**config.mk**
```make
export PLATFORM = sky130hd
export DESIGN_NAME = serial_subtractor
export DESIGN_NICKNAME = d
export VERILOG_FILES = /design/src/rtl/serial_subtractor.sv
export SDC_FILE = /design/constraint.sdc
export NUM_CORES = 1
export LEC_CHECK = 0
export BUFFER_PORTS_ARGS = -buffer_cell sky130_fd_sc_hd__clkbuf_2
export CAP_MARGIN = 10
export CORE_MARGIN = 2
export CORE_UTILIZATION = 55
export CTS_CLUSTER_SIZE = 25
export DETAILED_ROUTE_END_ITERATION = 16
export GPL_ROUTABILITY_DRIVEN = 0
export PLACE_DENSITY = 0.78
export SYNTH_ARGS = -nofsm -noshare
export SYNTH_HDL_FRONTEND = slang
export SYNTH_SLANG_ARGS = --single-unit
```
**constraint.sdc**
```tcl
create_clock -name clk -period 1.83 [get_ports clk]
set_input_delay 0.366 -clock clk [delete_from_list [all_inputs] [get_ports clk]]
set_output_delay 0.366 -clock clk [all_outputs]
set_load 0.01 [all_outputs]
```
**src/rtl/serial_subtractor.sv**
```systemverilog
`default_nettype none
// ============================================================================
// Module   : serial_subtractor
// Purpose  : Bit-serial two's-complement subtractor computing a - b. A single
//            full-subtractor cell is stepped LSB-first over WIDTH cycles.
//            A start/busy/done handshake frames each operation. The
//            difference and the borrow, zero and signed-overflow flags are
//            registered outputs.
// Ports    : clk    - clock, rising edge active
//            rst_n  - asynchronous active-low reset
//            start  - operation request, sampled only while idle
//            a, b   - minuend / subtrahend, captured on the accepting edge
//            busy   - high while bits are being shifted
//            done   - one-cycle pulse when a new result is written
//            diff   - a - b mod 2^WIDTH
//            borrow - 1 iff unsigned a < b
//            zero   - 1 iff diff == 0
//            ovf    - signed overflow of a - b
// Revision : 1.0 - initial release
// ============================================================================
module serial_subtractor #(
    parameter int WIDTH = 8
) (
    input  logic             clk,
    input  logic             rst_n,
    input  logic             start,
    input  logic [WIDTH-1:0] a,
    input  logic [WIDTH-1:0] b,
    output logic             busy,
    output logic             done,
    output logic [WIDTH-1:0] diff,
    output logic             borrow,
    output logic             zero,
    output logic             ovf
);

    localparam int CNT_W = (WIDTH > 2) ? $clog2(WIDTH) : 1;
    localparam logic [CNT_W-1:0] c_LAST_BIT = CNT_W'(WIDTH - 1);

    typedef enum logic [1:0] {
        S_IDLE  = 2'd0,
        S_SHIFT = 2'd1,
        S_DONE  = 2'd2
    } state_t;

    state_t           r_state;
    state_t           w_state_next;

    logic [WIDTH-1:0] r_ra;
    logic [WIDTH-1:0] r_rb;
    logic [WIDTH-1:0] r_sr;
    logic [CNT_W-1:0] r_cnt;
    logic             r_c;
    // Operand sign bits are shifted out of r_ra/r_rb, so keep them for ovf.
    logic             r_a_msb;
    logic             r_b_msb;

    logic             r_diff_valid_unused;

    logic             w_accept;
    logic             w_last;
    logic             w_x;
    logic             w_y;
    logic             w_d;
    logic             w_c_next;
    logic [WIDTH-1:0] w_sr_next;

    // ------------------------------------------------------------------
    // Full-subtractor cell and shift-in of the result bit
    // ------------------------------------------------------------------
    always_comb begin
        w_x       = r_ra[0];
        w_y       = r_rb[0];
        w_d       = w_x ^ w_y ^ r_c;
        w_c_next  = (~w_x & w_y) | (~(w_x ^ w_y) & r_c);
        w_sr_next = {w_d, r_sr[WIDTH-1:1]};
        w_accept  = (r_state == S_IDLE) && start;
        w_last    = (r_state == S_SHIFT) && (r_cnt == c_LAST_BIT);
    end

    // ------------------------------------------------------------------
    // FSM
    // ------------------------------------------------------------------
    always_ff @(posedge clk or negedge rst_n) begin
        if (!rst_n) begin
            r_state <= S_IDLE;
        end else begin
            r_state <= w_state_next;
        end
    end

    always_comb begin
        w_state_next = r_state;
        busy         = 1'b0;
        done         = 1'b0;
        case (r_state)
            S_IDLE: begin
                if (start) begin
                    w_state_next = S_SHIFT;
                end
            end
            S_SHIFT: begin
                busy = 1'b1;
                if (r_cnt == c_LAST_BIT) begin
                    w_state_next = S_DONE;
                end
            end
            S_DONE: begin
                done         = 1'b1;
                w_state_next = S_IDLE;
            end
            default: begin
                w_state_next = S_IDLE;
            end
        endcase
    end

    // ------------------------------------------------------------------
    // Operand shift registers, counter and borrow chain
    // ------------------------------------------------------------------
    always_ff @(posedge clk or negedge rst_n) begin
        if (!rst_n) begin
            r_ra    <= '0;
            r_rb    <= '0;
            r_sr    <= '0;
            r_cnt   <= '0;
            r_c     <= 1'b0;
            r_a_msb <= 1'b0;
            r_b_msb <= 1'b0;
        end else if (w_accept) begin
            r_ra    <= a;
            r_rb    <= b;
            r_sr    <= '0;
            r_cnt   <= '0;
            r_c     <= 1'b0;
            r_a_msb <= a[WIDTH-1];
            r_b_msb <= b[WIDTH-1];
        end else if (r_state == S_SHIFT) begin
            r_ra  <= {1'b0, r_ra[WIDTH-1:1]};
            r_rb  <= {1'b0, r_rb[WIDTH-1:1]};
            r_sr  <= w_sr_next;
            r_cnt <= r_cnt + 1'b1;
            r_c   <= w_c_next;
        end
    end

    // ------------------------------------------------------------------
    // Result registers: only touched on the final shift edge, so they
    // hold the previous result for the whole SHIFT phase.
    // ------------------------------------------------------------------
    always_ff @(posedge clk or negedge rst_n) begin
        if (!rst_n) begin
            diff   <= '0;
            borrow <= 1'b0;
            zero   <= 1'b0;
            ovf    <= 1'b0;
        end else if (w_last) begin
            diff   <= w_sr_next;
            borrow <= w_c_next;
            zero   <= (w_sr_next == '0);
            ovf    <= (r_a_msb != r_b_msb) && (w_sr_next[WIDTH-1] != r_a_msb);
        end
    end

    // Tracks that at least one result has been produced since reset; kept
    // as a debug observation point only.
    always_ff @(posedge clk or negedge rst_n) begin
        if (!rst_n) begin
            r_diff_valid_unused <= 1'b0;
        end else if (w_last) begin
            r_diff_valid_unused <= 1'b1;
        end
    end

endmodule
`default_nettype wire

```
==> results.ini <==
[drt]
postRouteAntennaNets=0
wl_met1_mm=1.55
drc_errors=0
wl_met2_mm=1.77
vias_per_cell=5.53
dr.pass1.iters=4
drtIter0Drc=42
totalWireLength_mm=3.52
highest_layer=met4
wire_per_inst_um=14.6
met3WireLength_um=155
vias=1339

[setup_path]
worst-path-buf-inv=3
end_kind=output pin
cp_max_fo=22
worstPathArrival_ns=1.34
crit_family=buffers and inverters
path_class=reg2out
slowest_delay_ns=0.37
cp-start-kind=flop
cp_slowest_cell=dfrtp_1
cp_cell_sequence=buf_6 > nand2b_1 > inv_2 > clkbuf_2
critPathRequiredTime_ns=1.46

[power_and_ir_drop]
p_comb_frac=0.371
switching_share=0.347
power_density_nw_per_um2=1590
p_clk_frac=0.171
leakagePower_nw=1.09
vdd_ir_drop_max_mv=0.723
p_seq_frac=0.458
p_switching_w=0.00121
p_int_w=0.00227

[floorplan]
initial_core_util=0.565
dieWidth_um=62.3
ios=32
fp-row-count=21
coreArea_um2=3310
die_h_um=62.3
die_area_um2=3880

[sta]
rsz0062_at_grt=false
period_needed_ns=1.70
setup_viol=0
finalCritPeriodShare=0.931
fin_tns_setup_ns=0
final_max_slew_viol_count=0
whs_ns=0.253
hold_viol=0
tightest_slew_ns=0.686
fmax_ghz=0.587
relSlewSlack=0.542
clock_skew_ns=0.0107

[worst_hold_path]
worst_hold_path_type=in2reg

[yosys]
ys_seq_area_frac=0.562
syn_area_um2=1870
synth_top_cell_by_area=dfrtp_1
yosys_warnings=0
netlist.area_leader.share=0.562
yosys-top-cells-area=dfrtp_1 (56%), a22oi_1 (5.2%), o21ai_0 (5.1%)
syn_nets=180
ys_ff_latch=42
avgSynthCellArea_um2=11.9
synthCells=157
netlist-cell-type-count=25

[flow_run]
drv_cap=0

[placement]
hpwl_mm=2.62
portBuffers=31

[global_route]
grt_first_pass_wirelength_mm=6.31
grtUsageTotal=0.207
grt_pass1_vias=1350
antenna_found_initial=0
grt_overflow_total=0
grt_max_degree=25

[cells_and_area]
drive_above_1_share=0.316
layout.nets=219
diodes=0
area_delta_synth_final_pct=17.1

[clock_network]
cts_tree=built
clk_path_buf_depth=2
worstSkewPairLatency_ns=0.34
cts_root_buf=clkbuf_4
clkTransAtPathRegs_ns=0.11
cts_max_level=2
numCtsBuffers=5
clock_sinks=42

[run_status]
outcome=complete, no violations

[through the flow]
step / cell area, um^2 / power [W] / util / setup WS (ns) / instances
after floorplan: 1870 / 0.00249 / - / 0.392 / 157
after global placement: 2070 / 0.00279 / 0.625 / 0.287 / 231
after detailed placement: 2070 / 0.00289 / 0.625 / 0.229 / 231
after CTS: 2170 / 0.00349 / 0.655 / 0.0698 / 239
after global routing: 2190 / 0.00376 / 0.661 / 0.0170 / 242
final: 2190 / 0.00348 / 0.661 / 0.126 / 242
[synthesized netlist by cell type]
| master | n |
|---|---|
| and3b_1 | 2 |
| nor4_1 | 2 |
| nand2b_1 | 1 |
| nor2b_4 | 2 |
| nand3b_4 | 1 |
| o21ai_1 | 1 |
| mux2_2 | 7 |
| nor2_1 | 2 |
| a22oi_1 | 13 |
| inv_1 | 6 |
| and2b_1 | 5 |
| buf_2 | 1 |
| o21ai_0 | 19 |
| buf_4 | 5 |
| fa_1 | 2 |
| mux2_4 | 3 |
| a22o_1 | 10 |
| nand2_1 | 17 |
| buf_6 | 2 |
| a21oi_1 | 8 |
| dfrtp_1 | 42 |
| nor2b_1 | 2 |
| o21bai_1 | 1 |
| ha_1 | 2 |
| clkbuf_1 | 1 |
[worst reg2reg max path: stages, from the launching register on]
cell and delay [ns]:
dfrtp_1 0.42, ha_1 0.21, ha_1 0.22, nand3b_4 0.20, mux2_2 0.37
[final cells by class]
class,instances,area (um^2)
clock buffer,6,51.3
tap,46,57.6
fill,267,1120
timing repair buffer,41,249
sequential,42,1050
inverter,6,22.5
multi-input combinational,100,727
clock inverter,1,30.0
[kinds of logic (layout without fill, tap and decap cells)]
logic type,count (synthesis),after routing,synth area share
flops,42,42,0.562
simple gates,34,34,0.110
buf+inv,15,54,0.0489
compound gates,52,52,0.178
fa+ha+maj,4,4,0.0348
mux,10,10,0.0663
[registers in the layout (all words and copies together), names as in the netlist, 2 cells and up]
signal and count:
r_cnt 3, diff 8, r_rb 8, r_ra 8, r_sr 7, r_state 2
[power by group through the flow]
stage / sequential, W / clock, W / combinational [W]
6_report: 0.00159 / 0.000594 / 0.00129
5_1_grt: 0.00165 / 0.000662 / 0.00144
3_5_place_dp: 0.00162 / 0 / 0.00127
3_3_place_gp: 0.00159 / 0 / 0.00120
2_1_floorplan: 0.00159 / 0 / 0.000899
4_1_cts: 0.00160 / 0.000607 / 0.00128
[metal layers]
metal,up-vias,global-route usage
met5,-,0
met2,40,0.344
met3,6,0.0562
li1,637,-
met1,656,0.271
met4,0,0.0583
[cells in the final DEF (no fill, tap or decap), types with 3 or more instances in the layout]
cell | netlist | final
a21oi_1 | 8 | 8
inv_1 | 6 | 5
nand2_1 | 17 | 17
a22oi_1 | 13 | 13
dfrtp_1 | 42 | 41
mux2_4 | 3 | 3
and2b_1 | 5 | 5
a22o_1 | 10 | 10
clkbuf_2 | 0 | 31
clkbuf_4 | 0 | 5
o21ai_0 | 19 | 19
buf_4 | 5 | 7
mux2_2 | 7 | 7
[worst paths after layout]
| path | from | end | slack [ns] | depth (start not counted) |
|---|---|---|---|---|
| max | r_state[0]$_DFFE_PN0P_ | busy | 0.13 | 4 |
| min | b[7] | r_rb[7]$_DFFE_PN0P_ | 0.25 | 2 |
| max reg2reg | r_cnt[0]$_DFFE_PN0P_ | diff[4]$_DFFE_PN0P_ | 0.30 | 4 |
| min reg2reg | ovf$_DFFE_PN0P_ | ovf$_DFFE_PN0P_ | 0.49 | 2 |
| max in group asynchronous | rst_n | r_state[1]$_DFFE_PN0P_ | 0.83 | 3 |
| min in group asynchronous | rst_n | borrow$_DFFE_PN0P_ | 0.50 | 2 |
[what timing repair did]
action,CTS,global route
buffers inserted,0,3
endpoints found under the setup margin,1,1
endpoints found under the hold margin,18,0
pin swaps,0,0
hold buffers,1,0
gates resized for setup,3,0
No activity file was read; power rests on OpenSTA's default activity.
